File: config.mk
export PLATFORM = sky130hd
export DESIGN_NAME = oled_phase_seq_flat
export DESIGN_NICKNAME = d
export VERILOG_FILES = /design/src/rtl/oled_phase_seq_if.sv /design/src/rtl/oled_phase_seq.sv /design/src/flat_wrapper.sv
export SDC_FILE = /design/constraint.sdc
export NUM_CORES = 1
export LEC_CHECK = 0
export ABC_AREA = 0
export ABC_CLOCK_PERIOD_IN_PS = 2400
export CAP_MARGIN = 5
export CORE_MARGIN = 5
export CORE_UTILIZATION = 63
export CTS_CLUSTER_SIZE = 10
export DETAILED_ROUTE_END_ITERATION = 10
export DONT_BUFFER_PORTS = 1
export GPL_TIMING_DRIVEN = 0
export HOLD_SLACK_MARGIN = 0.1
export PLACE_DENSITY = 0.79
export SLEW_MARGIN = 20
export SYNTH_ARGS = -nofsm -noshare
export SYNTH_HDL_FRONTEND = slang
export SYNTH_SLANG_ARGS = --single-unit
File: constraint.sdc
create_clock -name sys_clk -period 2.4 [get_ports sys_clk]
set_clock_uncertainty 0.2 [all_clocks]
set_input_delay 0.12 -clock sys_clk [delete_from_list [all_inputs] [get_ports sys_clk]]
set_output_delay 0.12 -clock sys_clk [all_outputs]
set_load 0.01 [all_outputs]
File: src/rtl/oled_phase_seq_if.sv
// Phase-source and IIC write-channel bundle shared by oled_phase_seq and whatever surrounds it.
interface oled_phase_seq_if #(
    parameter int N_PH = 4,
    parameter int DW   = 24,
    parameter int CPW  = (N_PH > 1) ? $clog2(N_PH) : 1
);
    logic [N_PH-1:0]         trig;
    logic [N_PH-1:0]         ph_req;
    logic [N_PH-1:0]         ph_valid;
    logic [N_PH-1:0][DW-1:0] ph_data;
    logic [N_PH-1:0]         ph_ack;
    logic [N_PH-1:0]         ph_finish;
    logic                    iic_wr_req;
    logic [DW-1:0]           iic_wr_data;
    logic                    iic_wr_done;
    logic [CPW-1:0]          cur_phase;
    logic                    boot_done;
    logic                    busy;
    logic                    err;

    modport master (
        input  trig, ph_valid, ph_data, ph_finish, iic_wr_done,
        output ph_req, ph_ack, iic_wr_req, iic_wr_data, cur_phase, boot_done, busy, err
    );

    modport slave (
        output trig, ph_valid, ph_data, ph_finish, iic_wr_done,
        input  ph_req, ph_ack, iic_wr_req, iic_wr_data, cur_phase, boot_done, busy, err
    );
endinterface

File: src/rtl/oled_phase_seq.sv
// OLED phase sequencer: runs boot phases once in order, then triggered update phases by
// lowest-index priority, relaying one IIC word at a time with a per-word watchdog.
module oled_phase_seq #(
    parameter int N_PH    = 4,
    parameter int BOOT_PH = 3,
    parameter int DW      = 24,
    parameter int TO_MAX  = 1000000,
    parameter int TO_W    = 20
) (
    input  logic             sys_clk,
    input  logic             rst,
    oled_phase_seq_if.master bus
);
    localparam int CPW = (N_PH > 1) ? $clog2(N_PH) : 1;
    localparam int BW  = $clog2(BOOT_PH + 1);
    localparam logic [TO_W-1:0] WD_LIM = TO_W'(TO_MAX - 1);

    function automatic logic [N_PH-1:0] upd_mask();
        logic [N_PH-1:0] m;
        m = '0;
        for (int i = BOOT_PH; i < N_PH; i++) m[i] = 1'b1;
        return m;
    endfunction
    localparam logic [N_PH-1:0] UPD_MASK = upd_mask();

    typedef enum logic [2:0] {S_IDLE, S_RUN, S_ISSUE, S_WAIT, S_DONE, S_ERR} state_e;

    state_e          state_q;
    logic [N_PH-1:0] pend_q, pend_d;
    logic [BW-1:0]   boot_idx_q;
    logic [TO_W-1:0] wd_q;
    logic            retrig_q;
    logic [N_PH-1:0] ph_req_q, ph_ack_q;
    logic            iic_wr_req_q;
    logic [DW-1:0]   iic_wr_data_q;
    logic [CPW-1:0]  cur_phase_q;
    logic            boot_done_q, busy_q, err_q;

    logic [N_PH-1:0] trig_upd;
    logic [CPW-1:0]  pend_first, idle_sel;
    logic            idle_go, in_run;

    assign trig_upd = bus.trig & UPD_MASK;
    assign in_run   = (state_q == S_RUN) || (state_q == S_ISSUE) || (state_q == S_WAIT);

    always_comb begin
        pend_first = '0;
        for (int i = N_PH - 1; i >= 0; i--)
            if (pend_q[i]) pend_first = CPW'(i);
        idle_go  = 1'b0;
        idle_sel = '0;
        if (int'(boot_idx_q) < BOOT_PH) begin
            idle_go  = 1'b1;
            idle_sel = CPW'(boot_idx_q);
        end else if (|pend_q) begin
            idle_go  = 1'b1;
            idle_sel = pend_first;
        end
        // A trigger seen during the run (retrig_q) or on the finishing edge keeps the bit
        // set so the phase runs once more; otherwise the serviced request is retired.
        pend_d = pend_q;
        if (state_q == S_DONE && UPD_MASK[cur_phase_q] && !retrig_q)
            pend_d[cur_phase_q] = 1'b0;
        pend_d = pend_d | trig_upd;
    end

    always_ff @(posedge sys_clk) begin
        if (rst) begin
            state_q       <= S_IDLE;
            pend_q        <= '0;
            boot_idx_q    <= '0;
            wd_q          <= '0;
            retrig_q      <= 1'b0;
            ph_req_q      <= '0;
            ph_ack_q      <= '0;
            iic_wr_req_q  <= 1'b0;
            iic_wr_data_q <= '0;
            cur_phase_q   <= '0;
            boot_done_q   <= 1'b0;
            busy_q        <= 1'b0;
            err_q         <= 1'b0;
        end else begin
            pend_q       <= pend_d;
            ph_ack_q     <= '0;
            iic_wr_req_q <= 1'b0;
            if (in_run && trig_upd[cur_phase_q]) retrig_q <= 1'b1;
            case (state_q)
                S_IDLE: begin
                    if (idle_go) begin
                        cur_phase_q <= idle_sel;
                        ph_req_q    <= N_PH'(1) << idle_sel;
                        retrig_q    <= 1'b0;
                        busy_q      <= 1'b1;
                        state_q     <= S_RUN;
                    end
                end
                S_RUN: begin
                    if (bus.ph_finish[cur_phase_q]) begin
                        ph_req_q <= '0;
                        state_q  <= S_DONE;
                    end else if (bus.ph_valid[cur_phase_q]) begin
                        iic_wr_data_q <= bus.ph_data[cur_phase_q];
                        state_q       <= S_ISSUE;
                    end
                end
                S_ISSUE: begin
                    iic_wr_req_q <= 1'b1;
                    wd_q         <= '0;
                    state_q      <= S_WAIT;
                end
                S_WAIT: begin
                    wd_q <= wd_q + 1'b1;
                    if (bus.iic_wr_done) begin
                        ph_ack_q <= N_PH'(1) << cur_phase_q;
                        state_q  <= S_RUN;
                    end else if (wd_q == WD_LIM) begin
                        ph_req_q <= '0;
                        state_q  <= S_ERR;
                    end
                end
                S_DONE: begin
                    if (!UPD_MASK[cur_phase_q]) begin
                        boot_idx_q <= boot_idx_q + 1'b1;
                        if (int'(boot_idx_q) + 1 == BOOT_PH) boot_done_q <= 1'b1;
                    end
                    busy_q  <= 1'b0;
                    state_q <= S_IDLE;
                end
                S_ERR: begin
                    // Panel state is unknown after a stalled write, so the whole boot reruns.
                    err_q       <= 1'b1;
                    boot_idx_q  <= '0;
                    boot_done_q <= 1'b0;
                    busy_q      <= 1'b0;
                    state_q     <= S_IDLE;
                end
                default: begin
                    busy_q  <= 1'b0;
                    state_q <= S_IDLE;
                end
            endcase
        end
    end

    assign bus.ph_req      = ph_req_q;
    assign bus.ph_ack      = ph_ack_q;
    assign bus.iic_wr_req  = iic_wr_req_q;
    assign bus.iic_wr_data = iic_wr_data_q;
    assign bus.cur_phase   = cur_phase_q;
    assign bus.boot_done   = boot_done_q;
    assign bus.busy        = busy_q;
    assign bus.err         = err_q;
endmodule

File: src/flat_wrapper.sv
// flat-port wrapper written by rule: the top's interface ports become plain ports
module oled_phase_seq_flat 
#(
    parameter int N_PH    = 4,
    parameter int BOOT_PH = 3,
    parameter int DW      = 24,
    parameter int TO_MAX  = 1000000,
    parameter int TO_W    = 20
)
  (sys_clk, rst, bus_trig, bus_ph_valid, bus_ph_data, bus_ph_finish, bus_iic_wr_done, bus_ph_req, bus_ph_ack, bus_iic_wr_req, bus_iic_wr_data, bus_cur_phase, bus_boot_done, bus_busy, bus_err);
  oled_phase_seq_if #(.N_PH(N_PH), .DW(DW)) bus_i ();
  input  logic sys_clk;
  input  logic rst;
  input wire logic [$bits(bus_i.trig)-1:0] bus_trig;
  input wire logic [$bits(bus_i.ph_valid)-1:0] bus_ph_valid;
  input wire logic [$bits(bus_i.ph_data)-1:0] bus_ph_data;
  input wire logic [$bits(bus_i.ph_finish)-1:0] bus_ph_finish;
  input wire logic [$bits(bus_i.iic_wr_done)-1:0] bus_iic_wr_done;
  output wire logic [$bits(bus_i.ph_req)-1:0] bus_ph_req;
  output wire logic [$bits(bus_i.ph_ack)-1:0] bus_ph_ack;
  output wire logic [$bits(bus_i.iic_wr_req)-1:0] bus_iic_wr_req;
  output wire logic [$bits(bus_i.iic_wr_data)-1:0] bus_iic_wr_data;
  output wire logic [$bits(bus_i.cur_phase)-1:0] bus_cur_phase;
  output wire logic [$bits(bus_i.boot_done)-1:0] bus_boot_done;
  output wire logic [$bits(bus_i.busy)-1:0] bus_busy;
  output wire logic [$bits(bus_i.err)-1:0] bus_err;
  assign bus_i.trig = bus_trig;
  assign bus_i.ph_valid = bus_ph_valid;
  assign bus_i.ph_data = bus_ph_data;
  assign bus_i.ph_finish = bus_ph_finish;
  assign bus_i.iic_wr_done = bus_iic_wr_done;
  assign bus_ph_req = bus_i.ph_req;
  assign bus_ph_ack = bus_i.ph_ack;
  assign bus_iic_wr_req = bus_i.iic_wr_req;
  assign bus_iic_wr_data = bus_i.iic_wr_data;
  assign bus_cur_phase = bus_i.cur_phase;
  assign bus_boot_done = bus_i.boot_done;
  assign bus_busy = bus_i.busy;
  assign bus_err = bus_i.err;
  oled_phase_seq #(.N_PH(N_PH), .BOOT_PH(BOOT_PH), .DW(DW), .TO_MAX(TO_MAX), .TO_W(TO_W)) u_core (.sys_clk(sys_clk), .rst(rst), .bus(bus_i));
endmodule
==> summary.json, run 1 <==
{
  "port-buffer-count": {"value": 0},
  "first-error": {"value": "[ERROR RSZ-0060] Max buffer count reached."},
  "status": {"value": "did not finish"},
  "cts_buf_count": {"value": 9},
  "synth.area.top_cells": {"value": "sky130_fd_sc_hd__dfxtp_1 37%, sky130_fd_sc_hd__mux4_2 16%, sky130_fd_sc_hd__nand2_1 5.7%"},
  "outcome.stop_stage": {"value": "4_1_cts"},
  "design.portCount": {"value": 149},
  "synth_top_cell_by_area": {"value": "sky130_fd_sc_hd__dfxtp_1"},
  "netlist.area_leader.share": {"value": 36.6, "unit": "%"},
  "synthMostInstantiatedCell": {"value": "sky130_fd_sc_hd__dfxtp_1"},
  "synth_edf_count": {"value": 0},
  "synth_cell_type_count": {"value": 52},
  "clock_root_buffer": {"value": "sky130_fd_sc_hd__clkbuf_8"},
  "dominantRegCellSynth": {"value": "sky130_fd_sc_hd__dfxtp_1"},
  "clock-sinks": {"value": 68},
  "synthArstFlopShare": {"value": 0, "unit": "%"},
  "ys_seq_area_share": {"value": 36.6, "unit": "%"},
  "synth_seq_cells": {"value": 68},
  "syn-cell-area": {"value": 3720, "unit": "um2"},
  "ys_top_cells_by_count": {"value": "68 x sky130_fd_sc_hd__dfxtp_1, 57 x sky130_fd_sc_hd__nand2_1, 35 x sky130_fd_sc_hd__nor2_1"},
  "std_cell_rows": {"value": 28},
  "h-tree-depth": {"value": 3},
  "cts_hold_buf": {"value": 101},
  "globalplace.congestion": {"value": 0.777},
  "yosys_warnings": {"value": 0},
  "synth_nets": {"value": 507},
  "place_hpwl": {"value": 7.18, "unit": "mm"},
  "cts_max_path_buffers": {"value": 2},
  "initial_utilization": {"value": 64.0, "unit": "%"},
  "postcts_setup_bufs": {"value": 0},
  "die_w": {"value": 86.9, "unit": "um"},
  "fp.dieH": {"value": 86.9, "unit": "um"},
  "pre_cts_slack": {"value": 0.0554, "unit": "ns"},
  "synth_cells": {"value": 393},
  "syn_area_per_cell": {"value": 9.47, "unit": "um2"},
  "post_cts_sizing": {"value": 0}
}
logic make-up after synthesis:
family / count (synthesis) / synth area share, %
multiplexers: 42 / 20.3
adder cells (fa/ha/maj): 3 / 1.01
AO/OA/AOI/OAI: 68 / 12.3
flip-flops: 68 / 36.6
buffers and inverters: 35 / 5.24
AND/OR/NAND/NOR: 177 / 24.5
through the flow:
| stage | util (%) | instances | area (um2) | hold WS, ns |
|---|---|---|---|---|
| 3_5_place_dp | 65.6 | 468 | 3820 | 0.0510 |
| 3_3_place_gp | 65.6 | 468 | 3820 | 0.0472 |
| 2_1_floorplan | - | 393 | 3720 | 0.0374 |
==> inputs of run 2 (changes only) <==
--- a/config.mk
+++ b/config.mk
@@ -9,13 +9,11 @@
 export ABC_CLOCK_PERIOD_IN_PS = 2400
 export CAP_MARGIN = 5
 export CORE_MARGIN = 5
-export CORE_UTILIZATION = 63
-export CTS_CLUSTER_SIZE = 10
+export CORE_UTILIZATION = 40
 export DETAILED_ROUTE_END_ITERATION = 10
 export DONT_BUFFER_PORTS = 1
 export GPL_TIMING_DRIVEN = 0
-export HOLD_SLACK_MARGIN = 0.1
-export PLACE_DENSITY = 0.79
+export PLACE_DENSITY_LB_ADDON = 0.15
 export SLEW_MARGIN = 20
 export SYNTH_ARGS = -nofsm -noshare
 export SYNTH_HDL_FRONTEND = slang
==> summary.json, run 2 <==
{
  "postRouteWirelength": {"value": 11.6, "unit": "mm"},
  "syn-cell-area": {"value": 3720, "unit": "um2"},
  "hold_violations": {"value": 0},
  "synth_nets": {"value": 507},
  "vias_per_cell": {"value": 5.52},
  "drcViolationCount": {"value": 0},
  "clock-sinks": {"value": 68},
  "synth_seq_cells": {"value": 68},
  "reg2reg_depth": {"value": 7},
  "dominantRegCellSynth": {"value": "sky130_fd_sc_hd__dfxtp_1"},
  "layout_cells_sized_above_1": {"value": 18.0, "unit": "%"},
  "synth_cell_type_count": {"value": 52},
  "area_delta_synth_final": {"value": 35.6, "unit": "%"},
  "largest_register_ffs": {"value": 24},
  "drt_iter0_markers": {"value": 174},
  "min_path_type": {"value": "input pin to flip-flop"},
  "synth.area.top_cells": {"value": "sky130_fd_sc_hd__dfxtp_1 37%, sky130_fd_sc_hd__mux4_2 16%, sky130_fd_sc_hd__nand2_1 5.7%"},
  "worstMarginPinSlew": {"value": 0.780, "unit": "ns"},
  "worstSkewPairLatency": {"value": 0.35, "unit": "ns"},
  "std_cell_rows": {"value": 35},
  "path_type_of_the_worst_setup_path": {"value": "flip-flop to flip-flop"},
  "worst_slew_margin_relative_to_its_limit": {"value": 47.5, "unit": "%"},
  "cts_buf_count": {"value": 9},
  "initial_utilization": {"value": 40.7, "unit": "%"},
  "synth_cells": {"value": 393},
  "synthMostInstantiatedCell": {"value": "sky130_fd_sc_hd__dfxtp_1"},
  "floorplan.core_area": {"value": 9150, "unit": "um2"},
  "worst_r2r_endpoint": {"value": "u_core.bus.iic_wr_data[6]$_SDFFE_PP0P_"},
  "design.portCount": {"value": 149},
  "maxSlewViolCount": {"value": 0},
  "ys_seq_area_share": {"value": 36.6, "unit": "%"},
  "timing.max_cap.violations": {"value": 0},
  "clk_transition_reported_paths": {"value": 0.07, "unit": "ns"},
  "min-delay-start": {"value": "bus_ph_finish[0]"},
  "cpMaxStageDelayCell": {"value": "sky130_fd_sc_hd__mux4_2"},
  "grt_setup_unrepaired": {"value": "false"},
  "worst_r2r_startpoint": {"value": "u_core.bus.cur_phase[0]$_SDFFE_PP0P_"},
  "status": {"value": "completed"},
  "worst_path_buf_inv": {"value": 2},
  "pre_cts_slack": {"value": 0.0837, "unit": "ns"},
  "yosys_warnings": {"value": 0},
  "global_route.overflow_total": {"value": 0},
  "power_density": {"value": 626, "unit": "nW/um2"},
  "clock_root_buffer": {"value": "sky130_fd_sc_hd__clkbuf_8"},
  "port-buffer-count": {"value": 0},
  "place_hpwl": {"value": 7.49, "unit": "mm"},
  "diodes": {"value": 0},
  "ys_top_cells_by_count": {"value": "68 x sky130_fd_sc_hd__dfxtp_1, 57 x sky130_fd_sc_hd__nand2_1, 35 x sky130_fd_sc_hd__nor2_1"},
  "setup_tns": {"value": 0, "unit": "ns"},
  "fp.dieH": {"value": 106, "unit": "um"},
  "cts_max_path_buffers": {"value": 2},
  "globalplace.congestion": {"value": 0.823},
  "syn_area_per_cell": {"value": 9.47, "unit": "um2"},
  "crit_path_cell_trace": {"value": "buf_6, mux4_2, nor3_2, nand2_1, buf_2, nand2_1, a21oi_2"},
  "synth_top_cell_by_area": {"value": "sky130_fd_sc_hd__dfxtp_1"},
  "dr.pass1.iters": {"value": 4},
  "netlist.area_leader.share": {"value": 36.6, "unit": "%"},
  "post_drt_wl_per_cell": {"value": 18.8, "unit": "um"},
  "die-area": {"value": 11300, "unit": "um2"},
  "die_w": {"value": 106, "unit": "um"},
  "timing.hold.worst_path_depth": {"value": 3},
  "worst_ir_drop_vdd": {"value": 0.305, "unit": "mV"},
  "number_of_antenna_violations_at_the_first_check_in_global_routing": {"value": 0},
  "timing.final.setup_violations": {"value": 0},
  "finalCritPeriodShare": {"value": 95.7, "unit": "%"},
  "worst_hold_path.endpoint": {"value": "u_core.state_q[1]$_SDFFE_PP0P_"},
  "worst_ep_required_time": {"value": 2.40, "unit": "ns"},
  "vias": {"value": 3405},
  "route.antenna.remaining_nets": {"value": 0},
  "fin_nets": {"value": 618},
  "most_frequent_cells_in_the_layout": {"value": "101 x sky130_fd_sc_hd__dlygate4sd3_1, 68 x sky130_fd_sc_hd__dfxtp_1, 57 x sky130_fd_sc_hd__nand2_1, 35 x sky130_fd_sc_hd__nor2_1"},
  "worst_path_setup_slack_after_routing": {"value": 0.103, "unit": "ns"},
  "p_leak": {"value": 1.74, "unit": "nW"},
  "critical-path-top-cell-by-count": {"value": "sky130_fd_sc_hd__nand2_1"},
  "worst_setup_path_end_kind": {"value": "flip-flop"},
  "wire_length_of_the_first_global_routing_pass": {"value": 18.1, "unit": "mm"},
  "crit_fanout": {"value": 10},
  "synthArstFlopShare": {"value": 0, "unit": "%"},
  "cpLargestDelayFamily": {"value": "multiplexers"},
  "number_of_global_route_vias_before_repair": {"value": 3529},
  "worst-endpoint-arrival": {"value": 2.30, "unit": "ns"},
  "crit_path_time_final": {"value": 2.30, "unit": "ns"},
  "setup.reg_to_reg.worst_slack": {"value": 0.10, "unit": "ns"},
  "synth_edf_count": {"value": 0},
  "maxClockFrequency": {"value": 435, "unit": "MHz"},
  "tritoncts": {"value": "done"},
  "layout.cells.most_common": {"value": "sky130_fd_sc_hd__dlygate4sd3_1"},
  "grt_start_max_net_pins": {"value": 11},
  "max_stage_delay": {"value": 0.54, "unit": "ns"},
  "critPathLaunchType": {"value": "flip-flop"},
  "postcts_setup_bufs": {"value": 0},
  "globalRouteTotalUtil": {"value": 20.4, "unit": "%"},
  "h-tree-depth": {"value": 3}
}
-- run 2: metal layers --
metal / part of all wire, % / track usage (%)
met3: 5.7 / 5.10
met5: 0 / 0
met2: 51 / 35.7
met1: 39 / 23.7
met4: 3.5 / 8.77
-- run 2: final cells by class --
type,instances,area (um2)
Multi-Input combinational cell,290,2170
Fill cell,782,4110
Buffer,27,166
Clock inverter,3,40.0
Sequential cell,68,1360
Inverter,7,26.3
Timing Repair Buffer,101,1010
Tap cell,111,139
Clock buffer,10,138
-- run 2: tightest hold or removal path: cells and delay by family --
kind / cells / cell delay (ns)
AO/OA/AOI/OAI: 1 / 0.07
multiplexers: 1 / 0.26
AND/OR/NAND/NOR: 1 / 0.13
-- run 2: stage by stage --
stage	instances	hold slack (ns)	utilization, %	instance area, um2	total power (W)
3_5_place_dp	504	0.0578	42.2	3860	0.00213
6_report	617	0.0859	55.1	5050	0.00316
5_1_grt	617	0.0872	55.1	5050	0.00331
4_1_cts	618	0.0603	55.2	5050	0.00318
2_1_floorplan	393	0.0374	-	3720	0.00197
3_3_place_gp	504	0.0557	42.2	3860	0.00213
-- run 2: worst max-delay path by stage --
stage,from,slack (ns),depth (start not counted),endpoint
global placement,u_core.bus.cur_phase[1]$_SDFFE_PP0P_,0.08,7,u_core.retrig_q$_SDFF_PP0_
global route,u_core.bus.cur_phase[0]$_SDFFE_PP0P_,0.02,7,u_core.bus.iic_wr_data[6]$_SDFFE_PP0P_
floorplan,u_core.bus.cur_phase[0]$_SDFFE_PP0P_,0.40,5,u_core.state_q[2]$_SDFFE_PP0P_
detailed placement,u_core.bus.cur_phase[0]$_SDFFE_PP0P_,0.08,6,u_core.bus.iic_wr_data[6]$_SDFFE_PP0P_
finish,u_core.bus.cur_phase[0]$_SDFFE_PP0P_,0.10,7,u_core.bus.iic_wr_data[6]$_SDFFE_PP0P_
CTS,u_core.bus.cur_phase[0]$_SDFFE_PP0P_,0.06,6,u_core.bus.iic_wr_data[6]$_SDFFE_PP0P_
-- run 2: power by group --
group	total [W]	switching, W	internal [W]
Clock	0.000909	0.000422	0.000487
Combinational	0.000962	0.000470	0.000492
Sequential	0.00129	0.0000848	0.00120
-- run 2: cells by family after synthesis --
| kind of cell | after synthesis | share of synthesized area, % |
|---|---|---|
| compound gates | 68 | 12.3 |
| fa+ha+maj | 3 | 1.01 |
| simple gates | 177 | 24.5 |
| flops | 68 | 36.6 |
| mux | 42 | 20.3 |
| buf+inv | 35 | 5.24 |
-- run 2: what timing repair did --
item / CTS / global route
gates resized for setup: 0 / 3
endpoints found under the hold margin: 37 / 0
hold buffers: 101 / 0
endpoints found under the setup margin: 0 / 12
(Power assumes the default switching activity.)
==> inputs of run 3 (changes only) <==
--- a/config.mk
+++ b/config.mk
@@ -13,7 +13,7 @@
 export DETAILED_ROUTE_END_ITERATION = 10
 export DONT_BUFFER_PORTS = 1
 export GPL_TIMING_DRIVEN = 0
-export PLACE_DENSITY_LB_ADDON = 0.15
+export PLACE_DENSITY_LB_ADDON = 0.08
 export SLEW_MARGIN = 20
 export SYNTH_ARGS = -nofsm -noshare
 export SYNTH_HDL_FRONTEND = slang
==> summary.json, run 3 (synthesis results as in run 2) <==
{
  "worstMarginPinSlew": {"value": 0.821, "unit": "ns"},
  "postRouteWirelength": {"value": 11.7, "unit": "mm"},
  "layout.cell_area.non_filler": {"value": 5020, "unit": "um2"},
  "port-buffer-count": {"value": 0},
  "cts_buf_count": {"value": 9},
  "switching_share": {"value": 33.1, "unit": "%"},
  "design.portCount": {"value": 149},
  "fin_nets": {"value": 617},
  "p_total": {"value": 0.00308, "unit": "W"},
  "maxClockFrequency": {"value": 449, "unit": "MHz"},
  "status": {"value": "completed"},
  "wire_length_of_the_first_global_routing_pass": {"value": 18.2, "unit": "mm"},
  "worst-endpoint-arrival": {"value": 2.31, "unit": "ns"},
  "diodes": {"value": 0},
  "reg2reg_depth": {"value": 6},
  "die-area": {"value": 11300, "unit": "um2"},
  "clock-sinks": {"value": 68},
  "route.antenna.remaining_nets": {"value": 0},
  "tritoncts": {"value": "done"},
  "crit_fanout": {"value": 4},
  "post_drt_wl_per_cell": {"value": 19.0, "unit": "um"},
  "dpl_cell_area": {"value": 3860, "unit": "um2"},
  "cts_max_path_buffers": {"value": 2},
  "switching_power": {"value": 0.00102, "unit": "W"},
  "crit_path_cell_trace": {"value": "ha_1, and3_1, nand2_1, o41ai_2, o2111a_2, mux2i_1"},
  "internal-power": {"value": 0.00206, "unit": "W"},
  "globalRouteTotalUtil": {"value": 20.4, "unit": "%"},
  "h-tree-depth": {"value": 3},
  "area_delta_synth_final": {"value": 34.9, "unit": "%"},
  "setup_tns": {"value": 0, "unit": "ns"},
  "worst_ep_required_time": {"value": 2.48, "unit": "ns"},
  "combinationalPowerShare": {"value": 31.4, "unit": "%"},
  "drcViolationCount": {"value": 0},
  "worst_ir_drop_vdd": {"value": 0.363, "unit": "mV"},
  "worstSkewPairLatency": {"value": 0.35, "unit": "ns"},
  "worst_setup_path_end_kind": {"value": "flip-flop"},
  "highest_layer": {"value": "met4"},
  "layout.cells.most_common": {"value": "sky130_fd_sc_hd__dlygate4sd3_1"},
  "path_type_of_the_worst_setup_path": {"value": "flip-flop to flip-flop"},
  "routedLengthMet1": {"value": 4.74, "unit": "mm"},
  "finalCritPeriodShare": {"value": 92.8, "unit": "%"},
  "timing.max_cap.violations": {"value": 0},
  "crit_path_time_final": {"value": 2.23, "unit": "ns"},
  "timing.final.setup_violations": {"value": 0},
  "initial_utilization": {"value": 40.7, "unit": "%"},
  "grt_setup_unrepaired": {"value": "false"},
  "clk_transition_reported_paths": {"value": 0.08, "unit": "ns"},
  "pwr-share-clk": {"value": 26.8, "unit": "%"},
  "drt_iter0_markers": {"value": 153},
  "p_leak": {"value": 1.73, "unit": "nW"},
  "timing.hold.worst_path_depth": {"value": 3},
  "largest_register_ffs": {"value": 24},
  "number_of_global_route_vias_before_repair": {"value": 3497},
  "die_w": {"value": 106, "unit": "um"},
  "worst_slew_margin_relative_to_its_limit": {"value": 44.8, "unit": "%"},
  "max_stage_delay": {"value": 0.50, "unit": "ns"},
  "min_path_type": {"value": "input pin to flip-flop"},
  "maxSlewViolCount": {"value": 0},
  "cpMaxStageDelayCell": {"value": "sky130_fd_sc_hd__o41ai_2"},
  "place_hpwl": {"value": 7.38, "unit": "mm"},
  "vias": {"value": 3418},
  "sequential_fraction_of_design_power": {"value": 41.8, "unit": "%"},
  "wl_met2": {"value": 5.92, "unit": "mm"},
  "wl_met3": {"value": 723, "unit": "um"},
  "grt_start_max_net_pins": {"value": 12},
  "number_of_antenna_violations_at_the_first_check_in_global_routing": {"value": 0},
  "fp.dieH": {"value": 106, "unit": "um"},
  "clock_root_buffer": {"value": "sky130_fd_sc_hd__clkbuf_8"},
  "critPathLaunchType": {"value": "flip-flop"},
  "most_frequent_cells_in_the_layout": {"value": "100 x sky130_fd_sc_hd__dlygate4sd3_1, 68 x sky130_fd_sc_hd__dfxtp_1, 56 x sky130_fd_sc_hd__nand2_1, 35 x sky130_fd_sc_hd__nor2_1"},
  "power_density": {"value": 613, "unit": "nW/um2"},
  "filler_cell_count": {"value": 808},
  "globalplace.congestion": {"value": 0.774},
  "layout_cells_sized_above_1": {"value": 18.3, "unit": "%"},
  "hold_violations": {"value": 0},
  "dr.pass1.iters": {"value": 4},
  "std_cell_rows": {"value": 35},
  "vias_per_cell": {"value": 5.52},
  "floorplan.core_area": {"value": 9150, "unit": "um2"},
  "global_route.overflow_total": {"value": 0}
}
## run 3: layout make-up
type,instances,area (um2),share of cell area (%)
multi-input cells,290,2170,43.2
flip-flops and latches,68,1360,27.1
repair buffers,100,1000,19.9
plain buffers,27,166,3.31
well taps,111,139,2.77
clock buffers,11,131,2.62
clock inverters,5,28.8,0.573
inverters,7,26.3,0.523
## run 3: worst paths after layout
path | startpoint | end | slack [ns]
setup / recovery | u_core.wd_q[0]$_SDFFE_PP0P_ | u_core.bus.ph_req[2]$_SDFFE_PP0P_ | 0.17
hold / removal | bus_ph_finish[1] | u_core.state_q[2]$_SDFFE_PP0P_ | 0.009
setup reg to reg | u_core.wd_q[0]$_SDFFE_PP0P_ | u_core.bus.ph_req[2]$_SDFFE_PP0P_ | 0.17
hold reg to reg | u_core.pend_q[2]$_SDFFE_PP0N_ | u_core.pend_q[2]$_SDFFE_PP0N_ | 0.28
## run 3: per-layer routing
metal	vias to the layer above	GRT usage [%]
met1	1630	23.4
met4	0	8.49
li1	1639	-
met2	116	35.5
met5	-	0
met3	33	5.83
## run 3: metrics by stage
step | worst slack, ns | hold WS, ns | instances | util, %
after global routing | 0.0157 | 0.0658 | 619 | 54.9
after floorplan | 0.398 | 0.0374 | 393 | -
after detailed placement | 0.0297 | 0.0491 | 504 | 42.2
after CTS | 0.0112 | 0.00515 | 620 | 54.9
after global placement | 0.0494 | 0.0471 | 504 | 42.2
final | 0.173 | 0.00882 | 619 | 54.9
## run 3: worst max-delay path, delay by kind of cell (launching register included)
kind	cells	cell delay [ns]
adders and majority gates	1	0.21
AOI/OAI and AO/OA	2	0.87
muxes	1	0.20
DFF	1	0.37
and+or+nand+nor	2	0.31
## run 3: timing repair
| item | CTS | global route |
|---|---|---|
| hold buffers | 100 | 0 |
| resized for setup | 0 | 3 |
| setup endpoints to repair | 0 | 15 |
| endpoints found under the hold margin | 37 | 0 |
| buffers inserted | 0 | 0 |
## run 3: power by group through the flow
stage          Clock (W)  Sequential [W]  Combinational, W
2_1_floorplan          0         0.00129          0.000675
3_3_place_gp           0         0.00131          0.000818
3_5_place_dp           0         0.00131          0.000822
4_1_cts         0.000843         0.00129          0.000953
5_1_grt         0.000897         0.00129           0.00105
6_report        0.000826         0.00128          0.000967
